--- config.mk ---
export PLATFORM = sky130hd
export DESIGN_NAME = memory_arbiter
export DESIGN_NICKNAME = d
export VERILOG_FILES = /design/src/rtl/memory_arbiter.sv
export SDC_FILE = /design/constraint.sdc
export NUM_CORES = 1
export LEC_CHECK = 0
export CAP_MARGIN = 20
export CORE_UTILIZATION = 48
export DETAILED_ROUTE_END_ITERATION = 8
export HOLD_SLACK_MARGIN = 0.03
export PLACE_DENSITY = 0.77
export SLEW_MARGIN = 30
export SYNTH_ARGS = -nofsm -noshare
export SYNTH_HDL_FRONTEND = slang
export SYNTH_SLANG_ARGS = --single-unit
--- constraint.sdc ---
create_clock -name clk -period 2 [get_ports clk]
set_input_delay 0.3 -clock clk [delete_from_list [all_inputs] [get_ports clk]]
set_output_delay 0.3 -clock clk [all_outputs]
set_load 0.005 [all_outputs]
--- src/rtl/memory_arbiter.sv ---
// memory_arbiter: four-client request/grant arbiter in front of memory_controller.
// Grants one client per transaction, drives the controller port select (mc_state),
// enable and the per-port read/write strobes, then pulses ack to the winner.
// Transaction period is ACCESS_CYCLES+2: ACCESS_CYCLES strobe cycles, one ack
// cycle, one idle cycle.
//
// Parameters:
//   ACCESS_CYCLES  strobe hold time per access, 1..15 (default 2)
// Ports:
//   clk, reset     rising-edge clock, synchronous active-high reset
//   req[3:0]       per-client level request
//   we[3:0]        per-client direction (1 = write), sampled at grant
//   gnt[3:0]       one-hot registered grant, held through ack
//   ack[3:0]       one-cycle completion pulse
//   mc_state[1:0]  controller port select, held after the access
//   mc_en          controller enable, high while strobing
//   mc_read[3:0]   controller read0..3 strobes
//   mc_write[3:0]  controller write0..3 strobes
// Build option:
//   MEM_ARB_FIXED_PRIORITY_EN  fixed priority (client 0 highest) instead of
//                              round-robin.

// One client lane: registers that client's grant, ack and strobes.
module memory_arbiter_lane (
  input  logic clk,
  input  logic reset,
  input  logic sel,        // this lane is the winner for the next cycle
  input  logic nxt_busy,   // next state is GRANT or ACK
  input  logic nxt_grant,  // next state is GRANT
  input  logic nxt_ack,    // next state is ACK
  input  logic dir,        // latched direction of the winner for the next cycle
  output logic gnt,
  output logic ack,
  output logic rd,
  output logic wr
);
  always_ff @(posedge clk) begin
    if (reset) begin
      gnt <= 1'b0;
      ack <= 1'b0;
      rd  <= 1'b0;
      wr  <= 1'b0;
    end else begin
      gnt <= sel & nxt_busy;
      ack <= sel & nxt_ack;
      rd  <= sel & nxt_grant & ~dir;
      wr  <= sel & nxt_grant & dir;
    end
  end
endmodule

module memory_arbiter #(
  parameter int ACCESS_CYCLES = 2
) (
  input  logic       clk,
  input  logic       reset,
  input  logic [3:0] req,
  input  logic [3:0] we,
  output logic [3:0] gnt,
  output logic [3:0] ack,
  output logic [1:0] mc_state,
  output logic       mc_en,
  output logic [3:0] mc_read,
  output logic [3:0] mc_write
);
  localparam int NUM_LANES = 4;

  typedef enum logic [1:0] {IDLE, GRANT, ACK} state_t;

  state_t     state, nxt_state;
  logic [3:0] cnt, nxt_cnt;
  logic [1:0] nxt_win;
  logic       dir, nxt_dir;

`ifdef MEM_ARB_FIXED_PRIORITY_EN
  function automatic logic [1:0] pick(input logic [3:0] r);
    pick = 2'd0;
    for (int i = NUM_LANES - 1; i >= 0; i--)
      if (r[i]) pick = 2'(i);
  endfunction
`else
  logic [1:0] last, nxt_last;

  // Search starts one past the previous winner; 2-bit add wraps mod 4.
  function automatic logic [1:0] pick(input logic [3:0] r, input logic [1:0] l);
    logic [1:0] idx;
    logic       found;
    pick  = 2'd0;
    found = 1'b0;
    for (int o = 1; o <= NUM_LANES; o++) begin
      idx = l + 2'(o);
      if (!found && r[idx]) begin
        pick  = idx;
        found = 1'b1;
      end
    end
  endfunction
`endif

  always_ff @(posedge clk) begin
    if (reset) begin
      state    <= IDLE;
      cnt      <= 4'd0;
      dir      <= 1'b0;
      mc_state <= 2'd0;
      mc_en    <= 1'b0;
    end else begin
      state    <= nxt_state;
      cnt      <= nxt_cnt;
      dir      <= nxt_dir;
      mc_state <= nxt_win;
      mc_en    <= (nxt_state == GRANT);
    end
  end

`ifndef MEM_ARB_FIXED_PRIORITY_EN
  always_ff @(posedge clk) begin
    if (reset) last <= 2'd3;
    else       last <= nxt_last;
  end
`endif

  always_comb begin
    nxt_state = state;
    nxt_cnt   = cnt;
    nxt_win   = mc_state;   // mc_state doubles as the latched winner index
    nxt_dir   = dir;
`ifndef MEM_ARB_FIXED_PRIORITY_EN
    nxt_last  = last;
`endif
    case (state)
      IDLE: begin
        nxt_cnt = 4'd0;
        if (|req) begin
          nxt_state = GRANT;
`ifdef MEM_ARB_FIXED_PRIORITY_EN
          nxt_win   = pick(req);
`else
          nxt_win   = pick(req, last);
          nxt_last  = nxt_win;
`endif
          nxt_dir   = we[nxt_win];
        end
      end
      GRANT: begin
        nxt_cnt = cnt + 4'd1;
        if (cnt == 4'(ACCESS_CYCLES - 1)) nxt_state = ACK;
      end
      ACK: begin
        nxt_state = IDLE;
        nxt_cnt   = 4'd0;
      end
      default: begin
        nxt_state = IDLE;
        nxt_cnt   = 4'd0;
      end
    endcase
  end

  logic nxt_busy, nxt_grant, nxt_ack;
  assign nxt_grant = (nxt_state == GRANT);
  assign nxt_ack   = (nxt_state == ACK);
  assign nxt_busy  = nxt_grant | nxt_ack;

  for (genvar g = 0; g < NUM_LANES; g++) begin : g_lane
    memory_arbiter_lane u_lane (
      .clk       (clk),
      .reset     (reset),
      .sel       (nxt_win == 2'(g)),
      .nxt_busy  (nxt_busy),
      .nxt_grant (nxt_grant),
      .nxt_ack   (nxt_ack),
      .dir       (nxt_dir),
      .gnt       (gnt[g]),
      .ack       (ack[g]),
      .rd        (mc_read[g]),
      .wr        (mc_write[g])
    );
  end
endmodule

[Word-level counts from Yosys, hierarchy flattened]
Cells that the tools add are included.
Cells by class
  eq/ne operators: 7
  bitwise gates (word level): 23
  magnitude comparators: 5
  divide/modulo/power cells: 0
  muxes and demuxes: 32
  add/subtract/negate cells: 4
  shifts and indexed selects: 0
  multiply operators: 0
  reductions and logical operators: 11
Operators by type and width (number)
  1-bit AND: 20
  2-bit two-way mux: 10
  1-bit two-way mux: 16
  2-bit by 3-bit less-than comparator with 1-bit output (second input constant): 5
  1-bit binary-select mux with 2-bit select: 5
  2-bit by 1-bit equality test with 1-bit output (second input constant): 3
  2-bit equality test (second input constant): 3
  2-bit adder (second input constant): 2
  4-bit by 1-bit adder with 4-bit output (second input constant): 1
  4-bit by 1-bit equality test with 1-bit output (second input constant): 1
  2-bit zero test: 2
  2-bit one-hot mux with 2 select lines: 1
  4-bit OR reduction: 1
  1-bit logical AND: 3
  1-bit zero test: 3
  2-bit by 1-bit adder with 2-bit output (second input constant): 1
  1-bit inverter: 2
  2-bit AND reduction: 1
  2-bit OR reduction: 1
  1-bit OR: 1
Word-level totals
  flip-flop bits (word level): 28
  input port bits: 10
  bits in latches: 0
  bits in read-only memories: 0
  memory bits (writable): 0
  word-level logic and storage cells: 104
  memories: 0

[Longest topological paths before layout]
Gate-level depths: netlist of the first run.
  depth after elaboration: 27
  gate-level depth with buffers: 11
  depth with buffers taken out: 11

[Hierarchy]
Synthesis of the first run repeated with hierarchy kept, for this count alone.
Second synthesis, totals
  cells, all modules: 114
  area, all modules: 1233.7 µm²
Modules (own cells, without submodules)
  memory_arbiter: instances 1, cells each 82, area an instance 738.2 µm²
  memory_arbiter_lane: instances 4, cells each 8, area an instance 123.9 µm²

[Worst setup path before layout of the first run]
OpenSTA, ideal clock, no wires.
  path type: in2reg
  start point: in req[3]
  end point: reg g_lane[2].u_lane.wr
  stages: 10
  data arrival time: 1.587 ns
  setup slack: 0.278 ns
  setup time: 0.135 ns
  path buffers: 0
  cells stage by stage: nor2_1 -> a211oi_4 -> a21oi_1 -> inv_1 -> ha_1 -> nand2b_1 -> inv_1 -> o21a_1 -> o31ai_1 -> nor3_1
Between the ends
  elaborated cells between the ends (all ways): 42
RTL lines
  start: declaration: RTL line 57  | input logic [3:0] req,
  4-bit OR reduction: RTL line 134  | if (|req) begin
  2-bit two-way mux: RTL line 134
  2-bit one-hot mux with 2 select lines: RTL line 131  | case (state)
  net nxt_state[0]: RTL line 70  | state_t state, nxt_state;
  2-bit by 1-bit equality test with 1-bit output: RTL line 161  | assign nxt_grant = (nxt_state == GRANT);
  net g_lane[0].u_lane.nxt_grant: RTL line 29  | input logic nxt_grant,
  1-bit AND (2 in series): RTL line 47  | wr <= sel & nxt_grant & dir;
  end signal: assignment: RTL line 47
  end: declaration: RTL line 35  | output logic wr
The timed path passes the listed nets, and every way through them passes these cells. The select of a mux whose other input is x is not followed.
A chain may end at the register's enable or synchronous reset.

[Worst setup path after layout of the first run]
  start point: in req[3]
  end point: reg g_lane[3].u_lane.rd
Between the ends
  cells in the longest elaborated chain, start to end: 26
  elaborated cells between the ends (all ways): 43
RTL lines
  1-bit binary-select mux with 2-bit select: RTL line 92  | if (!found && r[idx]) begin
  1-bit two-way mux (not written as such): RTL line 92
  1-bit two-way mux: RTL line 92
  1-bit two-way mux: RTL line 134
  1-bit two-way mux: RTL line 131
  1-bit zero test: RTL line 92
  1-bit logical AND: RTL line 92
  1-bit two-way mux: RTL line 92
  [10 not listed]
  2-bit two-way mux: RTL line 134
  2-bit two-way mux: RTL line 131
  1-bit binary-select mux with 2-bit select: RTL line 142  | nxt_dir = we[nxt_win];
  1-bit two-way mux (not written as such): RTL line 142
  1-bit two-way mux: RTL line 134
  1-bit two-way mux: RTL line 131
  1-bit inverter: RTL line 46  | rd <= sel & nxt_grant & ~dir;
  1-bit AND (*): RTL line 46
  end signal: assignment: RTL line 46
  end: declaration: RTL line 34  | output logic rd,
Every way passes the cells marked *; elsewhere a longest branch is shown, timed or not. The select of a mux whose other input is x is not followed.

==> results of run 1 <==
## metrics by stage
| step | std cells | total power, uW | setup slack (ns) |
|---|---|---|---|
| 6_report | 179 | 1200 | 0.07684 |
| 5_1_grt | 179 | 1256 | 0.0009706 |
| 4_1_cts | 179 | 1199 | 0.07796 |
| 3_5_place_dp | 175 | 933.3 | -0.2299 |
| 3_3_place_gp | 175 | 922.2 | -0.1701 |
| 2_1_floorplan | 127 | 810.5 | 0.2781 |
## worst register-to-register path, cell delays in order (launching register included)
cell and delay [ns]:
dfxtp_1 0.41, nand2b_1 0.17, a21boi_2 0.10, nor4b_1 0.45, o32a_1 0.33, nor3b_1 0.25
## worst paths after layout
kind                             start                              to  cells past startpoint
setup / recovery                req[3]  g_lane[3].u_lane.rd$_SDFF_PP0_                      6
hold / removal       cnt[0]$_SDFF_PP0_               cnt[0]$_SDFF_PP0_                      1
setup reg to reg  last[0]$_SDFFE_PP1P_                  dir$_SDFF_PP0_                      5
hold reg to reg      cnt[0]$_SDFF_PP0_               cnt[0]$_SDFF_PP0_                      1
## logic make-up (layout without fill, tap and decap cells)
kind of cell	count (synthesis)	in the layout
and+or+nand+nor	45	45
DFF	28	28
AOI/OAI and AO/OA	25	25
buffers and inverters	23	47
adders and majority gates	4	4
xor gates and xnor gates	2	2
## Yosys cell counts (2+ instances only)
cell / instances
a211oi_1: 5
a21oi_1: 2
a32oi_1: 2
buf_4: 16
dfxtp_1: 28
ha_1: 4
inv_1: 6
nand2b_1: 5
nand3_1: 2
nor2_1: 18
nor2_2: 2
nor3_1: 8
nor3b_1: 2
o31ai_1: 2
o32a_2: 2
or2b_1: 2
## metal layers
layer / vias up / GRT usage, %
li1: 479 / -
met1: 468 / 20.39
met2: 24 / 40.51
met3: 7 / 3.478
met4: 0 / 8.333
met5: - / 0
## power groups by stage
stage,clock network (uW),registers (uW),logic (uW)
floorplan,0,630,181
global placement,0,633,289
detailed placement,0,635,298
CTS,274,623,302
global route,293,629,334
finish,266,624,310
## registers in the layout, indices dropped and copies added, names as in the netlist
name,count
g_lane.u_lane.gnt,4
g_lane.u_lane.rd,4
cnt,4
mc_state,2
mc_en,1
last,2
g_lane.u_lane.ack,4
state,2
g_lane.u_lane.wr,4
dir,1
## cell type report
class | instances | area, um2
repair buffers | 37 | 347.8
flip-flops and latches | 28 | 560.5
well taps | 28 | 35.03
clock buffers | 4 | 36.28
fillers | 185 | 772.0
inverters | 6 | 22.52
multi-input cells | 76 | 544.3
## what timing repair did
action,CTS,global route
gates resized for setup,0,4
setup buffers,0,0
setup endpoints to repair,0,5
==> summary.md, run 1 <==
| Metric | Value |
|---|---|
| Fin. max-slew vios | `0` |
| Die H | `52.65 um` |
| WP data arrival | `~2.2 ns` |
| Clock buffer depth | `2` |
| Fmax | `0.5200 GHz` |
| Static leakage | `roughly 0.0006 uW` |
| Cell taking the most area after synthesis | `dfxtp_1` |
| Residual DRC | `0` |
| Synth top area cells | `dfxtp_1 46%, buf_4 9.8%, nor2_1 5.5%, ha_1 4.1%, nor3_1 3.3%` |
| Hold buffers post-CTS | `0` |
| Layout cells sized above 1 | `16.56%` |
| Fin crit share | `between 90% and 100%` |
| Mux cell area share after synthesis | `0%` |
| Global-route usage over all layers | `20.45%` |
| Starting Density | `between 50% and 60%` |
| CP Capture Type | `register` |
| Status | `finished, final reports clean` |
| Hold_ws | `roughly 0.48 ns` |
| Drt via density | `around 5.5` |
| Clock share of power | `between 20 and 25%` |
| Final critical-path required period | `between 1.5 and 2 ns` |
| CTS tree | `done` |
| Slowest-stage cell, CP | `clkdlybuf4s50_1` |
| CP Max Fanout | `5` |
| Placed cell area | `around 1500 um2` |
| RSZ-0062 raised after global routing | `no` |
| M1 WL | `around 1.0 mm` |
| Final setup fails | `0` |
| Max Cap Viol | `0` |
| Synth Area per Inst | `9.694 um2` |
| GP Congestion | `roughly 0.87` |
| P per Cell Area | `between 700 and 800 nW/um2` |
| Syn Nets | `approximately 140` |
| Critical path class | `in -> reg` |
| Via count | `around 980` |
| Number of synthesized flops with an enable pin | `0` |
| Combinational share of power | `about a quarter` |
| Final nets | `166` |
| VDD IR max | `roughly 0.48 mV` |
| I/O pin count | `29` |
| Util after Layout | `66.70%` |
| Die area | `between 2000 and 3000 um2` |
| Synth Area in XOR/XNOR | `under 10%` |
| DR iter-0 viols | `21` |
| H-tree Lvls | `1` |
| Vias in the first global route | `roughly 950` |
| Crit-path cells | `clkdlybuf4s50_1 -> nor2_1 -> a311o_1 -> nand2_4 -> o32a_1 -> a211oi_1` |
| Clock Latency Late Sink | `around 0.32 ns` |
| Sink Count | `28` |
| Final hold violations | `0` |
| P_int | `roughly 870 uW` |
| Metal3 WL | `about 80 um` |
| First-pass GRT wire length | `3.988 mm` |
| Register area share after synthesis | `a little under half` |
| Setup TNS | `0 ns` |
| Simple-gate area share of the yosys netlist | `19.00%` |
| Top cell type's share of synthesized area | `between 40 and 50%` |
| Yosys warning total | `0` |
| Initial antenna violation count | `0` |
| Clk slew on worst S/H paths | `roughly 0.14 ns` |
| Synthesis-to-layout area growth | `25.61%` |
| Total CTS buffers | `3` |
| Mapped Cells | `between 100 and 150` |
| CORE AREA | `between 2000 and 2500 um2` |
| Overall die width | `around 53 um` |
| Total grt overflow | `0` |
| Net Sw Power | `around 330 uW` |
| Routed Wire Length | `about 2.5 mm` |
| Post-Syn Area | `1231 um2` |
| Port bufs | `28` |
| Largest net degree at the start of global routing | `16` |
| CP Buf/Inv Count | `1` |
| R2R setup slack | `approximately 0.22 ns` |
| Clk root buf | `clkbuf_4` |
| Most used DFF post-synth | `dfxtp_1` |
| Hold crit path type | `reg -> reg` |
| Startpoint types | `primary input` |
| Max incr delay on CP | `about 0.47 ns` |
| Antenna viol nets, final | `0` |
| Cell area after layout | `about 1500 um2` |
| Antenna Cells | `0` |
| Compound-Gate Fraction of Synth Area | `18.09%` |
| Seq cells post-synth | `28` |
| Most frequent cells in the layout | `28 x dfxtp_1, 28 x clkdlybuf4s50_1, 18 x nor2_1` |
| Required time of the critical path | `~2.3 ns` |
| Seq pwr share | `52.0%` |
| Site Rows | `17` |
| DRT Pass-1 Iters | `5` |
| Relative slew slack | `between 60% and 70%` |
| Worst path top cell family by delay | `compound AO/OA/AOI/OAI gates` |
| Slew @ Worst Pin | `between 0.5 and 0.6 ns` |
| Yosys cell types | `37` |
| Area share of fa/ha/maj cells after synthesis | `4.065%` |
| WL/cell | `14.06 um` |
| Net Sw Frac | `27.77%` |
| Worst Skew | `roughly 0.0098 ns` |
| Uppermost routed layer | `met4` |
| Metal2 WL | `about 1.4 mm` |
| Largest family of logic cells by synthesized area | `simple AND/OR/NAND/NOR gates` |
| Hpwl dp | `between 1.5 and 2 mm` |
| Post-synth ARST share | `0%` |
Note: power is estimated with default switching activity, not from simulation.
==> inputs of run 2 (changes only) <==
GPL_ROUTABILITY_DRIVEN = 0   (was not set)
==> results of run 2 <==
Same layout as run 1: the final DEF is identical, and so are final timing and power.
==> inputs of run 3 (changes only) <==
CORE_UTILIZATION = 45   (was 48)
PLACE_DENSITY = 0.73   (was 0.77)
==> run 3 against run 2 <==
  * Non-clock buffer count rose by 4
  * Core utilization down 4.1 points
  * Combinational power about the same
  * Cell count increased by 3.4%
  * Critical endpoint is now g_lane[2].u_lane.rd$_SDFF_PP0_
  * Count of clock-buffer cells in the layout down 1
  * Global-route usage down 1.4 points
  * Critical path type unchanged
  * Worst hold slack better by 0.011 ns
  * Largest power group unchanged
==> summary.md, run 3 (same netlist as run 1, synthesis figures left out) <==
| Metric | Value |
|---|---|
| CTS tree | `done` |
| Hpwl dp | `1.865 mm (-3.0%)` |
| Startpoint types | `primary input` |
| Clock buffer depth | `2 (unchanged)` |
| Drt via density | `5.378 (-1.6%)` |
| Final critical-path required period | `1.882 ns (-0.04117 ns)` |
| Status | `finished, final reports clean` |
| DRT Pass-1 Iters | `4 (-1)` |
| Clock Latency Late Sink | `0.33 ns (about the same)` |
| Most frequent cells in the layout | `28 x dfxtp_1, 28 x clkdlybuf4s50_1, 18 x nor2_1` |
| Routed Wire Length | `2.426 mm (-3.6%)` |
| Fin. max-slew vios | `0 (unchanged)` |
| Setup TNS | `0 ns (unchanged)` |
| Final hold violations | `0 (unchanged)` |
| Sequential cell area | `560.5 um2 (unchanged)` |
| Die H | `54.31 um (+3.2%)` |
| Clk slew on worst S/H paths | `0.15 ns (about the same)` |
| Critical path class | `in -> reg` |
| Residual DRC | `0 (unchanged)` |
| Worst Reg-to-Reg Cells | `5 (unchanged)` |
| Overall die width | `54.31 um (+3.2%)` |
| Final worst slack | `0.1180 ns (+0.04117 ns)` |
| Antenna Cells | `0 (unchanged)` |
| Fmax | `0.5314 GHz (+2.2%)` |
| Total grt overflow | `0 (unchanged)` |
| Vias in the first global route | `960 (+1.2%)` |
| Global-route usage over all layers | `19.03% (-1.4 points)` |
| Placed cell area | `1523 um2 (+2.2%)` |
| DR iter-0 viols | `20 (-4.8%)` |
| First-pass GRT wire length | `4.008 mm (+0.50%)` |
| Static leakage | `0.0006242 uW (+4.1%)` |
| Final setup fails | `0 (unchanged)` |
| Pre-CTS setup slack | `-0.2179 ns (+0.01205 ns)` |
| Area of the multi-input gates | `529.3 um2 (-2.8%)` |
| Hold crit path type | `reg -> reg` |
| Port bufs | `28 (unchanged)` |
| Largest net degree at the start of global routing | `17 (+1)` |
| Clk root buf | `clkbuf_4` |
| Synthesis-to-layout area growth | `28.35%` |
| Number of fill cells | `227 (+23%)` |
| CP Capture Type | `register` |
| Initial antenna violation count | `0 (unchanged)` |
| H-tree Lvls | `1 (unchanged)` |
| Max Cap Viol | `0 (unchanged)` |
| Layout cells sized above 1 | `17.42% (+0.86 points)` |
| Via count | `995 (+1.7%)` |
| WL/cell | `13.11 um (-6.7%)` |
| Tot Pwr | `1308 uW (+9.0%)` |
| Starting Density | `48.81% (-4.3 points)` |
| Antenna viol nets, final | `0 (unchanged)` |
| Cell area after layout | `1580 um2 (+2.2%)` |
| CP Max Fanout | `5 (unchanged)` |
| Sink Count | `28 (unchanged)` |
| VDD IR max | `0.5624 mV (+18%)` |
| Hold_ws | `0.4926 ns (+0.01096 ns)` |
| Required time of the critical path | `2.26 ns (about the same)` |
| P per Cell Area | `827.9 nW/um2 (+6.7%)` |
| Total CTS buffers | `3 (unchanged)` |
| Hold Path Depth | `1 (unchanged)` |
| I/O pin count | `29 (unchanged)` |
| R2R setup slack | `0.27 ns (+0.05 ns)` |
| Relative slew slack | `68.59% (+2.7 points)` |
| Fin crit share | `94.10% (-2.1 points)` |
| CORE AREA | `2522 um2 (+8.8%)` |
| Slew @ Worst Pin | `0.4712 ns (-0.04082 ns)` |
| WP data arrival | `2.14 ns (-0.03 ns)` |
| Final nets | `170 (+2.4%)` |
| Worst Skew | `0.007782 ns (-0.002053 ns)` |
| Site Rows | `18 (+1)` |
| Die area | `2949 um2 (+6.4%)` |
[run 3: layer usage]
layer  wire length (um)  GRT usage [%]  up-vias
li1                   -              -      486
met5                  0              0        -
met3                114          2.778        9
met1               1009          21.18      467
met4                 51          7.265        0
met2               1251          35.77       33
[run 3: area by class of cell]
class / count / area share, %
repair buffers: 41 / 23.91
inverters: 6 / 1.425
well taps: 30 / 2.375
multi-input cells: 76 / 33.49
clock buffers: 3 / 1.425
flip-flops and latches: 28 / 35.47
clock inverters: 1 / 1.900
[run 3: what timing repair did]
action,in CTS,in global routing
setup buffers,0,0
hold buffers,0,0
resized for setup,0,1
setup endpoints to repair,0,1
[run 3: worst max-delay path, stage by stage]
cell and delay (ns):
clkdlybuf4s50_1 0.51, buf_4 0.13, nand2b_1 0.08, a311o_1 0.42, nor2_2 0.23, o211ai_1 0.21
a211oi_1 0.26
[run 3: final timing paths]
| kind | from | to |
|---|---|---|
| worst min register to register | cnt[0]$_SDFF_PP0_ | cnt[0]$_SDFF_PP0_ |
| worst max register to register | last[0]$_SDFFE_PP1P_ | g_lane[2].u_lane.rd$_SDFF_PP0_ |
| worst max-delay path | req[3] | g_lane[2].u_lane.rd$_SDFF_PP0_ |
| worst min-delay path | cnt[0]$_SDFF_PP0_ | cnt[0]$_SDFF_PP0_ |
[run 3: power breakdown]
group	internal [uW]	total (uW)	switching [uW]
Clock	203	374	171
Sequential	597	624	26.3
Combinational	164	311	147
[run 3: per-stage QoR]
step	std cells	util (%)
floorplan	127	-
CTS	185	62.45
global placement	181	60.37
detailed placement	181	60.37
global route	185	62.65
finish	185	62.65
